File: src/rtl/mult_seq_pkg.sv
// Shared constants and state encoding for the sequential shift-add multiplier.
package mult_seq_pkg;

  localparam int unsigned MUL_WIDTH   = 32;
  localparam int unsigned MUL_CNT_W   = 6;
  // Start edge to result edge; the control unit stalls on the same count.
  localparam int unsigned MUL_LATENCY = MUL_WIDTH + 1;

  typedef enum logic [1:0] {
    ST_IDLE = 2'd0,
    ST_RUN  = 2'd1,
    ST_DONE = 2'd2
  } state_t;

endpackage

File: src/rtl/mult_seq_if.sv
// Start/busy/done handshake and operand/result bus between control unit and multiplier.
interface mult_seq_if
  import mult_seq_pkg::*;
#(
  parameter int unsigned WIDTH = MUL_WIDTH
);

  logic             start;
  logic             is_signed;
  logic [WIDTH-1:0] multiplicand;
  logic [WIDTH-1:0] multiplier;
  logic             busy;
  logic             done;
  logic [WIDTH-1:0] hi;
  logic [WIDTH-1:0] lo;

  modport master (
    output start, is_signed, multiplicand, multiplier,
    input  busy, done, hi, lo
  );

  modport slave (
    input  start, is_signed, multiplicand, multiplier,
    output busy, done, hi, lo
  );

endinterface

File: src/rtl/mult_seq_twos_abs.sv
// Conditional two's-complement negate: yields the magnitude when en is set.
module twos_abs
  import mult_seq_pkg::*;
#(
  parameter int unsigned WIDTH = MUL_WIDTH
) (
  input  logic [WIDTH-1:0] value,
  input  logic             en,
  output logic [WIDTH-1:0] mag
);

  always_comb begin
    mag = en ? (~value + WIDTH'(1)) : value;
  end

endmodule

File: src/rtl/mult_seq.sv
// Sequential WIDTHxWIDTH shift-add multiplier, signed via magnitudes, fixed latency.
module mult_seq
  import mult_seq_pkg::*;
#(
  parameter int unsigned WIDTH = MUL_WIDTH,
  parameter int unsigned CNT_W = MUL_CNT_W
) (
  input  logic        clk,
  input  logic        rst_n,
  mult_seq_if.slave   bus
);

  localparam int unsigned PW = 2 * WIDTH;

  state_t           state_q, state_d;
  logic [PW-1:0]    acc_q, acc_d;
  logic [PW-1:0]    mag_a_q, mag_a_d;
  logic [WIDTH-1:0] mag_b_q, mag_b_d;
  logic [CNT_W-1:0] cnt_q, cnt_d;
  logic             neg_q, neg_d;
  logic             busy_q, busy_d;
  logic             done_q, done_d;
  logic [WIDTH-1:0] hi_q, hi_d;
  logic [WIDTH-1:0] lo_q, lo_d;

  logic [WIDTH-1:0] abs_a, abs_b;

  twos_abs #(.WIDTH(WIDTH)) u_abs_a (
    .value (bus.multiplicand),
    .en    (bus.is_signed & bus.multiplicand[WIDTH-1]),
    .mag   (abs_a)
  );

  twos_abs #(.WIDTH(WIDTH)) u_abs_b (
    .value (bus.multiplier),
    .en    (bus.is_signed & bus.multiplier[WIDTH-1]),
    .mag   (abs_b)
  );

  always_comb begin
    state_d = state_q;
    acc_d   = acc_q;
    mag_a_d = mag_a_q;
    mag_b_d = mag_b_q;
    cnt_d   = cnt_q;
    neg_d   = neg_q;
    hi_d    = hi_q;
    lo_d    = lo_q;
    done_d  = 1'b0;
    case (state_q)
      ST_IDLE: begin
        if (bus.start) begin
          mag_a_d = {{WIDTH{1'b0}}, abs_a};
          mag_b_d = abs_b;
          neg_d   = bus.is_signed & (bus.multiplicand[WIDTH-1] ^ bus.multiplier[WIDTH-1]);
          acc_d   = '0;
          cnt_d   = CNT_W'(WIDTH);
          state_d = ST_RUN;
        end
      end
      ST_RUN: begin
        if (mag_b_q[0]) acc_d = acc_q + mag_a_q;
        mag_a_d = mag_a_q << 1;
        mag_b_d = mag_b_q >> 1;
        cnt_d   = cnt_q - CNT_W'(1);
        // Always runs the full count, even once mag_b is exhausted.
        if (cnt_d == '0) state_d = ST_DONE;
      end
      ST_DONE: begin
        {hi_d, lo_d} = neg_q ? (~acc_q + PW'(1)) : acc_q;
        done_d       = 1'b1;
        state_d      = ST_IDLE;
      end
      default: state_d = ST_IDLE;
    endcase
    busy_d = (state_d != ST_IDLE);
  end

  always_ff @(posedge clk or negedge rst_n) begin
    if (!rst_n) begin
      state_q <= ST_IDLE;
      acc_q   <= '0;
      mag_a_q <= '0;
      mag_b_q <= '0;
      cnt_q   <= '0;
      neg_q   <= 1'b0;
      busy_q  <= 1'b0;
      done_q  <= 1'b0;
      hi_q    <= '0;
      lo_q    <= '0;
    end else begin
      state_q <= state_d;
      acc_q   <= acc_d;
      mag_a_q <= mag_a_d;
      mag_b_q <= mag_b_d;
      cnt_q   <= cnt_d;
      neg_q   <= neg_d;
      busy_q  <= busy_d;
      done_q  <= done_d;
      hi_q    <= hi_d;
      lo_q    <= lo_d;
    end
  end

  assign bus.busy = busy_q;
  assign bus.done = done_q;
  assign bus.hi   = hi_q;
  assign bus.lo   = lo_q;

endmodule

File: src/flat_wrapper.sv
// flat-port wrapper written by rule: the top's interface ports become plain ports
module mult_seq_flat import mult_seq_pkg::*;
#(
  parameter int unsigned WIDTH = MUL_WIDTH,
  parameter int unsigned CNT_W = MUL_CNT_W
)
  (clk, rst_n, bus_start, bus_is_signed, bus_multiplicand, bus_multiplier, bus_busy, bus_done, bus_hi, bus_lo);
  mult_seq_if #(.WIDTH(WIDTH)) bus_i ();
  input  logic clk;
  input  logic rst_n;
  input wire logic [$bits(bus_i.start)-1:0] bus_start;
  input wire logic [$bits(bus_i.is_signed)-1:0] bus_is_signed;
  input wire logic [$bits(bus_i.multiplicand)-1:0] bus_multiplicand;
  input wire logic [$bits(bus_i.multiplier)-1:0] bus_multiplier;
  output wire logic [$bits(bus_i.busy)-1:0] bus_busy;
  output wire logic [$bits(bus_i.done)-1:0] bus_done;
  output wire logic [$bits(bus_i.hi)-1:0] bus_hi;
  output wire logic [$bits(bus_i.lo)-1:0] bus_lo;
  assign bus_i.start = bus_start;
  assign bus_i.is_signed = bus_is_signed;
  assign bus_i.multiplicand = bus_multiplicand;
  assign bus_i.multiplier = bus_multiplier;
  assign bus_busy = bus_i.busy;
  assign bus_done = bus_i.done;
  assign bus_hi = bus_i.hi;
  assign bus_lo = bus_i.lo;
  mult_seq #(.WIDTH(WIDTH), .CNT_W(CNT_W)) u_core (.clk(clk), .rst_n(rst_n), .bus(bus_i));
endmodule
File: config.mk
export PLATFORM = sky130hd
export DESIGN_NAME = mult_seq_flat
export DESIGN_NICKNAME = d
export VERILOG_FILES = /design/src/rtl/mult_seq_pkg.sv /design/src/rtl/mult_seq_if.sv /design/src/rtl/mult_seq_twos_abs.sv /design/src/rtl/mult_seq.sv /design/src/flat_wrapper.sv
export SDC_FILE = /design/constraint.sdc
export NUM_CORES = 1
export LEC_CHECK = 0
export CAP_MARGIN = 10
export CORE_MARGIN = 5
export CORE_UTILIZATION = 35
export CTS_CLUSTER_SIZE = 20
export DETAILED_ROUTE_END_ITERATION = 8
export MAX_ROUTING_LAYER = met4
export SETUP_SLACK_MARGIN = 0.15
export SKIP_LAST_GASP = 1
export SLEW_MARGIN = 10
export SYNTH_ARGS = -nofsm -noshare
export SYNTH_HDL_FRONTEND = slang
export SYNTH_HIERARCHICAL = 1
export SYNTH_SLANG_ARGS = --single-unit
File: constraint.sdc
create_clock -name clk -period 6.8 [get_ports clk]
set_input_delay 1.36 -clock clk [delete_from_list [all_inputs] [get_ports clk]]
set_output_delay 1.36 -clock clk [all_outputs]
set_load 0.03 [all_outputs]
# After elaboration in Yosys (flattened, before gate mapping)
# Cells that the tools add are included.
[totals] register_bits=235 mem_bits_rw=0 mem_count=0 inputBits=68 mem_bits_ro=0 output_inout_bits=66 latch_bits=0
[classes] n_reduce_logical=7 n_eq_ne=4 addsub=5 magnitude_cmp=0 bitwise_logic=7 mul=0 shifts=0 mux=16 n_div=0
[ops] op="2-to-1 mux 64 bit" count=4
[ops] op="case mux 64 bit (2 select lines)" count=2
[ops] op="2-to-1 mux 32 bit" count=3
[ops] op="adder 32 x 1 -> 32 bit (second input constant)" count=2
[ops] op="adder 64 x 1 -> 64 bit (second input constant)" count=1
[ops] op="adder 64 bit" count=1
[ops] op="NOT 32 bit" count=2
[ops] op="NOT 64 bit" count=1
[ops] op="case mux 32 bit (2 select lines)" count=1
[ops] op="case mux 6 bit (2 select lines)" count=1
[ops] op="logical NOT 6 bit" count=1
[ops] op="2-to-1 mux 6 bit" count=1
[ops] op="subtractor 6 x 1 -> 6 bit (second input constant)" count=1
[ops] op="2-to-1 mux 2 bit" count=2
[ops] op="case mux 2 bit (2 select lines)" count=1
[ops] op="AND reduction 2 bit" count=2
[ops] op="nonzero test 2 bit" count=2
[ops] op="bitwise AND 1 bit" count=3
[ops] op="AND reduction 3 bit" count=1
[ops] op="== test 2 x 1 -> 1 bit (second input constant)" count=1
[ops] op="== test 2 bit (second input constant)" count=1
[ops] op="logical NOT 2 bit" count=1
[ops] op="!= test 2 x 1 -> 1 bit (second input constant)" count=1
[ops] op="!= test 2 bit (second input constant)" count=1
[ops] op="other kinds (2)" count=2

# Longest topological paths before layout
# Gate-level depths: netlist (run 1).
[logic_depth] word_depth=5 ltp_mapped=13 mapped_depth_nobuf=13

# Hierarchy
# The synthesis (run 1) kept the hierarchy.
[modules_own_cells] module="mult_seq" instances=1 cells_each=1646 seq_area_each_um2=5880.6 area_each_um2=14157.3
[modules_own_cells] module="twos_abs" instances=2 cells_each=99 seq_area_each_um2=0.0 area_each_um2=777.0

# Least setup slack after synthesis (run 1)
# Ideal clock, no wire load.
[synth_path] kind="reg-to-reg" startpoint="reg u_core.acc_q[0]" endpoint="reg u_core.acc_q[32]" n_path_buf=0 arrival_time_ps=2867 slack_ps=3812 stages_incl_launch_ff=14 period_less_slack_ps=2988 setup_time_ps=121 cell_sequence="dfrtp_1 ha_1 inv_1 fa_1 nor2b_1 o31ai_2 a32oi_4 a32oi_2 o311ai_4 nand3_2 o31a_1 o21ai_2 xnor2_1 a22o_1"
[synth_via] elab_chain_len=3
[synth_lines] item="from (decl)" line="mult_seq.sv:16" rtl="logic [PW-1:0] acc_q, acc_d;"
[synth_lines] item="from (signal assigned)" line="mult_seq.sv:82" rtl="acc_q <= '0;"
[synth_lines] item="from (signal assigned)" line="mult_seq.sv:93" rtl="acc_q <= acc_d;"
[synth_lines] item="adder 64 bit" line="mult_seq.sv:62" rtl="if (mag_b_q[0]) acc_d = acc_q + mag_a_q;"
[synth_lines] item="2-to-1 mux 64 bit" line="mult_seq.sv:62"
[synth_lines] item="case mux 64 bit (2 select lines)" line="mult_seq.sv:50" rtl="case (state_q)"
# No other way between the ends. The select of a mux whose other input is x is not followed.
# A chain may end at the register's enable or synchronous reset.

# Final worst setup path (run 1)
[layout_path] startpoint="in bus_start" endpoint="reg u_core.acc_q[63]"
[layout_via] elab_chain_len=2
[layout_lines] item="from (decl)" line="flat_wrapper.sv:11" rtl="input wire logic [$bits(bus_i.start)-1:0] bus_start;"
[layout_lines] item="!= test 2 bit (no line)"
[layout_lines] item="AND reduction 3 bit (no line)"
# No other way between the ends.

==> results.sh, run 1 <==
export IMPL_yosys_warnings=6
export IMPL_path_depth=8
export IMPL_synth_edf_count=0
export IMPL_arrival_ns=4.99
export IMPL_hold_viol_final=0
export IMPL_path_max_fanout=64
export IMPL_dpl_worst_slack_ns=1.73
export IMPL_multiInputGateArea_um2=9330
export IMPL_hpwlAfterDp_um=32600
export IMPL_synth_largest_area_cell="dfrtp_1"
export IMPL_area_delta_synth_final_pct=17.0
export IMPL_power_total_mw=9.71
export IMPL_crit_family="buffers and inverters"
export IMPL_gr_total_overflow=0
export IMPL_vias_per_cell=5.40
export IMPL_fmax_mhz=221
export IMPL_clock_path_buffers=3
export IMPL_yosysMostFrequentCell="nand2_1"
export IMPL_period_share_pct=66.5
export IMPL_ant_nets=0
export IMPL_holdPathEnd="u_core/bus.hi[19]"
export IMPL_start_util_pct=35.5
export IMPL_rsz0062_at_grt="no"
export IMPL_clock_sinks=235
export IMPL_crit_chain="clkdlybuf4s50_1 > nor2_1 > or2_2 > clkinv_2 > a21oi_4 > buf_4 > nor3b_1 > a22oi_1"
export IMPL_peakVddDrop_uv=271
export IMPL_drc=0
export IMPL_switching_power_mw=4.65
export IMPL_instances_no_fill=2526
export IMPL_finalClockSkew_ns=0.0170
export IMPL_reg2reg_from="u_core/mag_a_q[0]"
export IMPL_cts_tree="yes"
export IMPL_r2r_slack_ns=2.98
export IMPL_wl_per_cell_um=16.9
export IMPL_die_h_um=222
export IMPL_fill_cells=4439
export IMPL_ys_seq_area_share_pct=37.4
export IMPL_outcome="complete, no violations"
export IMPL_cts_buffers=27
export IMPL_port_buffers=133
export IMPL_synth_area_um2=15700
export IMPL_grt_pass1_wl_um=69900
export IMPL_vias=13628
export IMPL_rows=77
export IMPL_netlist_instances=1844
export IMPL_hold_path_depth=2
export IMPL_dpl_cell_count=2472
export IMPL_finalCriticalPeriod_ns=4.52
export IMPL_endpoint_kind="flop"
export IMPL_path_clk_slew_ns=0.06
export IMPL_cts_repair_resized=0
export IMPL_seqPwrFrac_pct=28.8
export IMPL_internal_power_mw=5.06
export IMPL_synth_async_reset_ratio_pct=100
export IMPL_cp_slowest_stage_delay_ns=0.84
export IMPL_min_from="u_core/bus.hi[19]"
export IMPL_r2r_end="u_core/acc_q[62]"
export IMPL_grt_use_total_pct=17.3
export IMPL_path_buf_inv=3
export IMPL_yosysTopAreaCellShare_pct=37.4
export IMPL_crit_required_ns=7.26
export IMPL_min_path_type="flop to flop"
export IMPL_r2r_cells=13
export IMPL_yosys_register_bits=235
export IMPL_io_pins=134
export IMPL_pwr_share_clk_pct=14.8
export IMPL_fin_ws_ns=2.28
export IMPL_finalSetupViolCount=0
export IMPL_crit_type="primary input to flop"
export IMPL_report_final_slew_viol_count=0
export IMPL_grt_max_degree=192
export IMPL_p_leak_nw=7.66
export IMPL_clk_latency_ns=0.56
export IMPL_root_buffer="clkbuf_16"
export IMPL_drt_initial_drc_count=983
export IMPL_syn_nets=1981
export IMPL_die_area_um2=49200
export IMPL_cpMaxStageDelayCell="clkinv_2"
export IMPL_final_setup_tns_ns=0
export IMPL_cts_setup_buffers=0
export IMPL_max_slew_margin_pct=22.9
export IMPL_start_kind="primary input"
export IMPL_fp_dieW_um=222
export IMPL_power_density_nw_per_um2=528
export IMPL_worstMarginPinSlew_ns=1.16
export IMPL_htree_levels=1
export IMPL_drive_above_1_share_pct=5.76
export IMPL_nNetsFinal=2046
export IMPL_gp_congestion=0.934
export IMPL_synth_common_cells="nand2_1 (349), dfrtp_1 (235), o21ai_0 (170)"
export IMPL_yosysUniqueCellTypes=78
export IMPL_avgSynthCellArea_um2=8.52
export IMPL_antenna_found_initial=6
export IMPL_hold_buffers=0
export IMPL_cap_viol_max_count=0
export IMPL_pwr_share_comb_pct=56.4
export IMPL_regArea_um2=5880
export IMPL_synth_ff_type="dfrtp_1"
export IMPL_drt_pass1_iterations=6
export IMPL_synth_area_leaders="dfrtp_1 (37%), nand2_1 (8.3%), xnor2_1 (5.5%)"
export IMPL_switching_share_pct=47.9
export IMPL_grt_pass1_vias=13023
export IMPL_core_um2=44300
export IMPL_wl_um=42800
## stage by stage
step	hold slack, ns	area (um^2)	utilization (%)
floorplan	0.473	15700	-
global placement	0.467	17500	39.4
detailed placement	0.474	17500	39.4
CTS	0.487	18400	41.4
global route	0.503	18400	41.5
finish	0.477	18400	41.5
## worst register-to-register path, cell delays in order (launching register included)
cell and delay [ns]:
dfrtp_1 0.51, ha_1 0.29, inv_1 0.07, fa_1 0.41
nor2b_1 0.26, o31ai_2 0.14, a32oi_4 0.35, a32oi_2 0.16
o311ai_4 0.45, nand4b_1 0.23, a21oi_2 0.29, a41oi_1 0.23
xor2_1 0.20, o21ai_1 0.13
## layer usage
layer	vias to the layer above	global-route usage [%]	share of wire [%]
li1	6765	-	-
met1	6414	25.4	49
met2	388	24.8	42
met3	61	3.15	6.9
met4	0	4.28	2.2
met5	-	-	0
## sequential cells by signal, summed over array words and instances, names as in the netlist, 2 cells and up
register / cells
u_core/cnt_q: 6
u_core/acc_q: 64
u_core/bus.lo: 32
u_core/mag_b_q: 32
u_core/state_q: 2
u_core/bus.hi: 32
u_core/mag_a_q: 64
## kinds of logic (layout without fill, tap and decap cells)
group / after synthesis / in the layout / synth area share [%]
simple gates: 658 / 658 / 19.9
compound gates: 559 / 559 / 23.3
flops: 235 / 235 / 37.4
xor+xnor: 184 / 184 / 10.3
buf+inv: 136 / 220 / 3.35
fa+ha+maj: 69 / 69 / 5.54
mux: 3 / 3 / 0.191
other cells: 0 / 6 / 0
## worst max-delay path by stage
stage / endpoint / slack [ns] / start
3_3_place_gp: u_core/acc_q[63] / 1.74 / bus_start
3_5_place_dp: u_core/acc_q[63] / 1.73 / bus_start
4_1_cts: u_core/acc_q[63] / 2.32 / bus_start
5_1_grt: u_core/acc_q[63] / 1.95 / bus_start
2_1_floorplan: u_core/acc_q[32] / 3.81 / u_core/acc_q[0]
6_report: u_core/acc_q[63] / 2.28 / bus_start
## power by group through the flow
stage	sequential [mW]	combinational, mW	clock, mW
floorplan	2.74	3.93	0
global placement	2.79	5.36	0
detailed placement	2.82	5.44	0
CTS	2.79	5.45	1.48
global route	2.89	6.11	1.54
finish	2.80	5.47	1.44
## cell type report
class | count | area share [%]
Clock inverter | 8 | 0.429
Inverter | 31 | 0.640
Timing Repair Buffer | 141 | 7.67
Clock buffer | 40 | 4.38
Tap cell | 592 | 4.03
Antenna cell | 6 | 0.0817
Multi-Input combinational cell | 1473 | 50.8
Sequential cell | 235 | 32.0
## cell usage in the layout, fill, tap and decap left out, types with 22 or more instances in the layout
master           netlist  final
o31ai_1               39     39
clkbuf_16              0     27
o21ai_1               32     32
a31oi_1               71     71
a21oi_1               78     77
ha_1                  68     68
dfrtp_1              235    234
a21o_1                32     32
nand4_1               29     29
nor2_1               127    127
xor2_1                85     85
nand3_1               22     22
a22o_1                38     38
inv_1                 31     30
nand2_1              349    349
clkdlybuf4s50_1        0    132
xnor2_1               99     99
o21ai_0              170    170
No activity file was read; power rests on OpenSTA's default activity.
==> inputs of run 2 (changes only) <==
==> constraint.sdc (replaced) <==
create_clock -name clk -period 3.95 [get_ports clk]
set_input_delay 0.79 -clock clk [delete_from_list [all_inputs] [get_ports clk]]
set_output_delay 0.79 -clock clk [all_outputs]
set_load 0.03 [all_outputs]
==> run 2 against run 1 <==
Against the previous run: global-route usage increased by 0.65 points; non-clock buffer count increased by 13; final area increased by 0.97%; largest cell class unchanged; highest routed layer unchanged.
==> results.sh, run 2 (synthesis gave the netlist of run 1 again) <==
export IMPL_hpwlAfterDp_um=33500
export IMPL_cts_buffers=29
export IMPL_arrival_ns=3.87
export IMPL_final_setup_tns_ns=0
export IMPL_drive_above_1_share_pct=6.58
export IMPL_crit_required_ns=4.43
export IMPL_cp_slowest_stage_delay_ns=0.47
export IMPL_nNetsFinal=2061
export IMPL_max_slew_margin_pct=27.0
export IMPL_crit_family="compound AO/OA/AOI/OAI gates"
export IMPL_fp_dieW_um=222
export IMPL_path_depth=13
export IMPL_period_share_pct=85.9
export IMPL_finalCriticalPeriod_ns=3.39
export IMPL_r2r_end="u_core/acc_q[62]"
export IMPL_drt_initial_drc_count=1057
export IMPL_cts_repair_resized=0
export IMPL_drc=0
export IMPL_cap_viol_max_count=0
export IMPL_outcome="complete, no violations"
export IMPL_dpl_cell_area_um2=17600
export IMPL_report_final_slew_viol_count=0
export IMPL_fin_area_um2=18600
export IMPL_core_um2=44300
export IMPL_peakVddDrop_uv=529
export IMPL_r2r_slack_ns=0.56
export IMPL_path_clk_slew_ns=0.06
export IMPL_reg2reg_from="u_core/acc_q[0]"
export IMPL_antenna_found_initial=5
export IMPL_die_h_um=222
export IMPL_root_buffer="clkbuf_16"
export IMPL_finalClockSkew_ns=0.0147
export IMPL_worstMarginPinSlew_ns=1.09
export IMPL_p_leak_nw=7.76
export IMPL_reg_largest_list="u_core/acc_q: 64 flops, u_core/mag_a_q: 64 flops"
export IMPL_cts_tree="yes"
export IMPL_crit_chain="ha_1 > inv_1 > fa_1 > nor2b_1 > o31ai_2 > a32oi_4 > a32oi_2 > o311ai_4 > nand4b_1 > a21oi_2 > a41oi_1 > xor2_1 > o21ai_1"
export IMPL_min_path_type="primary input to async pin"
export IMPL_gp_congestion=0.894
export IMPL_timing_critical_path_to="u_core/acc_q[62]"
export IMPL_path_max_fanout=7
export IMPL_drt_pass1_iterations=5
export IMPL_grt_pass1_vias=13395
export IMPL_port_buffers=133
export IMPL_cpMaxStageDelayCell="dfrtp_1"
export IMPL_hold_viol_final=0
export IMPL_path_buf_inv=1
export IMPL_die_area_um2=49200
export IMPL_area_delta_synth_final_pct=18.1
export IMPL_r2r_cells=13
export IMPL_clock_sinks=235
export IMPL_start_util_pct=35.5
export IMPL_rows=77
export IMPL_ant_nets=0
export IMPL_gr_total_overflow=0
export IMPL_cts_setup_buffers=0
export IMPL_endpoint_kind="flop"
export IMPL_start_kind="flop"
export IMPL_vias_per_cell=5.38
export IMPL_final_cell_mix="nand2_1 (349), dfrtp_1 (234), o21ai_0 (170)"
export IMPL_grt_max_degree=125
export IMPL_clk_latency_ns=0.55
export IMPL_htree_levels=1
export IMPL_io_pins=134
export IMPL_grt_pass1_wl_um=72200
export IMPL_clock_path_buffers=3
export IMPL_grt_use_total_pct=18.0
export IMPL_power_density_nw_per_um2=918
export IMPL_fmax_mhz=295
export IMPL_rsz0062_at_grt="no"
export IMPL_hold_buffers=0
export IMPL_wl_um=44200
export IMPL_wl_per_cell_um=17.4
export IMPL_cp_startpoint="u_core/acc_q[0]"
export IMPL_crit_type="flop to flop"
export IMPL_final_common_cell="nand2_1"
export IMPL_finalSetupViolCount=0
export IMPL_vias=13688
-- run 2: cell count changes in the layout (fill, tap and decap cells not counted), moves of 2 or more --
cell,delta
buf_4,+13
clkinv_2,+4
clkbuf_8,-3
bufinv_16,+2
clkbuf_16,+2
-- run 2: layer usage --
layer / track usage, % / part of all wire [%] / vias up
met2: 26.1 / 43 / 355
met4: 5.11 / 2.5 / 0
met5: - / 0 / -
li1: - / - / 6777
met1: 25.6 / 49 / 6484
met3: 3.56 / 6.1 / 72
-- run 2: through the flow --
step | power (mW) | utilization, % | cells | setup slack (ns) | hold slack, ns
finish | 17.0 | 41.9 | 2544 | 0.558 | 0.205
global route | 18.5 | 41.9 | 2542 | 0.295 | 0.238
CTS | 17.1 | 41.8 | 2537 | 0.554 | 0.224
detailed placement | 14.4 | 39.7 | 2485 | 0.574 | 0.471
global placement | 14.2 | 39.7 | 2485 | 0.627 | 0.464
floorplan | 11.5 | - | 1844 | 0.962 | 0.473
-- run 2: final cells by class --
type | instances | area, um^2
Antenna cell | 7 | 17.5
Clock buffer | 39 | 813
Clock inverter | 13 | 149
Fill cell | 4440 | 25800
Inverter | 31 | 118
Multi-Input combinational cell | 1473 | 9330
Sequential cell | 235 | 5880
Tap cell | 592 | 741
Timing Repair Buffer | 154 | 1510
-- run 2: power breakdown --
group	internal [mW]	total, mW	leakage (nW)	switching, mW
clock network	1.63	2.68	0.473	1.05
registers	3.51	4.73	3.01	1.22
logic	3.80	9.62	4.28	5.82
total	8.94	17.0	7.76	8.10
-- run 2: worst min-delay path by stage --
stage                                    end  slack (ns)               start  cells after the start
after floorplan           u_core/mag_b_q[31]        0.47  u_core/mag_b_q[31]                      1
after global placement      u_core/bus.lo[7]        0.46    u_core/bus.lo[7]                      2
after detailed placement   u_core/bus.lo[23]        0.47   u_core/bus.lo[23]                      2
after CTS                 u_core/mag_a_q[44]        0.22               rst_n                      1
after global routing      u_core/mag_a_q[44]        0.24               rst_n                      1
final                     u_core/mag_a_q[44]        0.21               rst_n                      1
==> inputs of run 3 (changes only) <==
==> constraint.sdc (replaced) <==
create_clock -name clk -period 3.9 [get_ports clk]
set_input_delay 0.78 -clock clk [delete_from_list [all_inputs] [get_ports clk]]
set_output_delay 0.78 -clock clk [all_outputs]
set_load 0.03 [all_outputs]
==> run 3 against run 2 <==
Against the previous run: non-clock buffer count fell by 2; hold slack better by 0.015 ns; critical path depth stayed put; final area is 0.22% lower; utilization fell by 0.093 points; combinational power is essentially flat.
==> results.sh, run 3 (synthesis gave the netlist of run 1 again) <==
export IMPL_outcome="complete, no violations"
export IMPL_endpoint_kind="flop"
export IMPL_seqPwrFrac_pct=28.2
export IMPL_nNetsFinal=2058
export IMPL_wl_um=43200
export IMPL_cp_startpoint="u_core/acc_q[0]"
export IMPL_path_depth=13
export IMPL_fp_dieW_um=222
export IMPL_r2r_cells=13
export IMPL_die_h_um=222
export IMPL_start_kind="flop"
export IMPL_pwr_share_comb_pct=56.6
export IMPL_fin_area_um2=18500
export IMPL_cts_setup_buffers=0
export IMPL_crit_chain="ha_1 > inv_1 > fa_1 > nor2b_1 > o31ai_2 > a32oi_4 > a32oi_2 > o311ai_4 > nand4b_1 > a21oi_2 > a41oi_1 > xor2_1 > o21ai_1"
export IMPL_r2r_slack_ns=0.46
export IMPL_min_path_type="primary input to async pin"
export IMPL_vias=13513
export IMPL_path_max_fanout=7
export IMPL_cts_repair_resized=0
export IMPL_period_share_pct=88.3
export IMPL_fill_cells=4457
export IMPL_cts_tree="yes"
export IMPL_finalCriticalPeriod_ns=3.44
export IMPL_reg2reg_from="u_core/acc_q[0]"
export IMPL_cp_slowest_stage_delay_ns=0.47
export IMPL_drt_pass1_iterations=5
export IMPL_cts_buffers=28
export IMPL_drt_initial_drc_count=1150
export IMPL_pwr_share_clk_pct=15.3
export IMPL_max_slew_margin_pct=31.1
export IMPL_clock_path_buffers=3
export IMPL_drive_above_1_share_pct=6.33
export IMPL_reg_largest_list="u_core/acc_q: 64 flops, u_core/mag_a_q: 64 flops"
export IMPL_antenna_found_initial=5
export IMPL_htree_levels=1
export IMPL_timing_critical_path_to="u_core/acc_q[62]"
export IMPL_die_area_um2=49200
export IMPL_peakVddDrop_uv=534
export IMPL_cap_viol_max_count=0
export IMPL_final_setup_tns_ns=0
export IMPL_hpwlAfterDp_um=33000
export IMPL_report_final_slew_viol_count=0
export IMPL_drc=0
export IMPL_crit_family="compound AO/OA/AOI/OAI gates"
export IMPL_path_clk_slew_ns=0.07
export IMPL_area_delta_synth_final_pct=17.9
export IMPL_hold_buffers=0
export IMPL_power_density_nw_per_um2=921
export IMPL_rows=77
export IMPL_clock_sinks=235
export IMPL_grt_pass1_vias=13175
export IMPL_ant_nets=0
export IMPL_dpl_cell_area_um2=17600
export IMPL_wl_per_cell_um=17.0
export IMPL_rsz0062_at_grt="no"
export IMPL_port_buffers=133
export IMPL_grt_pass1_wl_um=71300
export IMPL_crit_type="flop to flop"
export IMPL_fmax_mhz=290
export IMPL_switching_power_mw=8.12
export IMPL_worstMarginPinSlew_ns=1.03
export IMPL_vias_per_cell=5.32
export IMPL_finalClockSkew_ns=0.0136
export IMPL_core_um2=44300
export IMPL_cpMaxStageDelayCell="o311ai_4"
export IMPL_hold_viol_final=0
export IMPL_grt_use_total_pct=17.7
export IMPL_path_buf_inv=1
export IMPL_gp_congestion=0.902
export IMPL_r2r_end="u_core/acc_q[62]"
export IMPL_internal_power_mw=8.94
export IMPL_gr_total_overflow=0
export IMPL_final_common_cell="nand2_1"
export IMPL_clk_latency_ns=0.56
export IMPL_switching_share_pct=47.6
export IMPL_grt_max_degree=97
export IMPL_crit_required_ns=4.39
export IMPL_io_pins=134
export IMPL_start_util_pct=35.5
export IMPL_finalSetupViolCount=0
export IMPL_root_buffer="clkbuf_16"
export IMPL_p_leak_nw=7.74
export IMPL_arrival_ns=3.93
export IMPL_final_cell_mix="nand2_1 (349), dfrtp_1 (234), o21ai_0 (170)"
[run 3: cell types whose count changed in the layout (fill, tap and decap cells not counted)]
cell,change
inv_6,+1
clkinv_4,-1
clkinvlp_4,-1
buf_4,-3
clkbuf_1,+3
buf_12,+1
bufinv_16,-2
clkinv_2,-2
clkbuf_8,+2
[run 3: worst min-delay path by stage]
stage / startpoint / to / slack (ns) / depth (start not counted)
after floorplan: u_core/mag_b_q[31] / u_core/mag_b_q[31] / 0.47 / 1
after global placement: u_core/bus.lo[4] / u_core/bus.lo[4] / 0.46 / 2
after detailed placement: u_core/bus.hi[6] / u_core/bus.hi[6] / 0.47 / 2
after CTS: rst_n / u_core/mag_b_q[8] / 0.25 / 1
after global routing: rst_n / u_core/bus.busy / 0.28 / 1
final: rst_n / u_core/mag_b_q[8] / 0.22 / 1
[run 3: layer usage]
layer,up-vias,part of all wire [%],global-route usage (%)
met2,301,43,26.3
met4,0,1.6,3.38
met1,6385,50,25.6
met3,52,5.9,2.97
met5,-,0,-
li1,6775,-,-
[run 3: cell type report]
type                            count  area (um^2)  area share (%)
Timing Repair Buffer              152         1500            8.12
Clock buffer                       44          852            4.60
Inverter                           31          118           0.635
Sequential cell                   235         5880            31.8
Antenna cell                        7         17.5          0.0946
Tap cell                          592          741            4.00
Multi-Input combinational cell   1473         9330            50.4
Clock inverter                      8         71.3           0.385
[run 3: stage by stage]
step	power (mW)	utilization, %	instances	setup WS, ns	hold WS [ns]
after floorplan	11.6	-	1844	0.912	0.473
after global placement	14.4	39.7	2483	0.548	0.463
after detailed placement	14.5	39.7	2483	0.448	0.471
after CTS	17.2	41.7	2535	0.418	0.248
after global routing	18.6	41.8	2540	0.260	0.277
final	17.1	41.8	2542	0.458	0.220
[run 3: power groups by stage]
stage	clock, mW	combinational, mW	sequential [mW]
2_1_floorplan	0	6.86	4.77
3_3_place_gp	0	9.60	4.78
3_5_place_dp	0	9.65	4.83
4_1_cts	2.69	9.68	4.79
5_1_grt	2.79	10.8	4.96
6_report	2.61	9.64	4.80
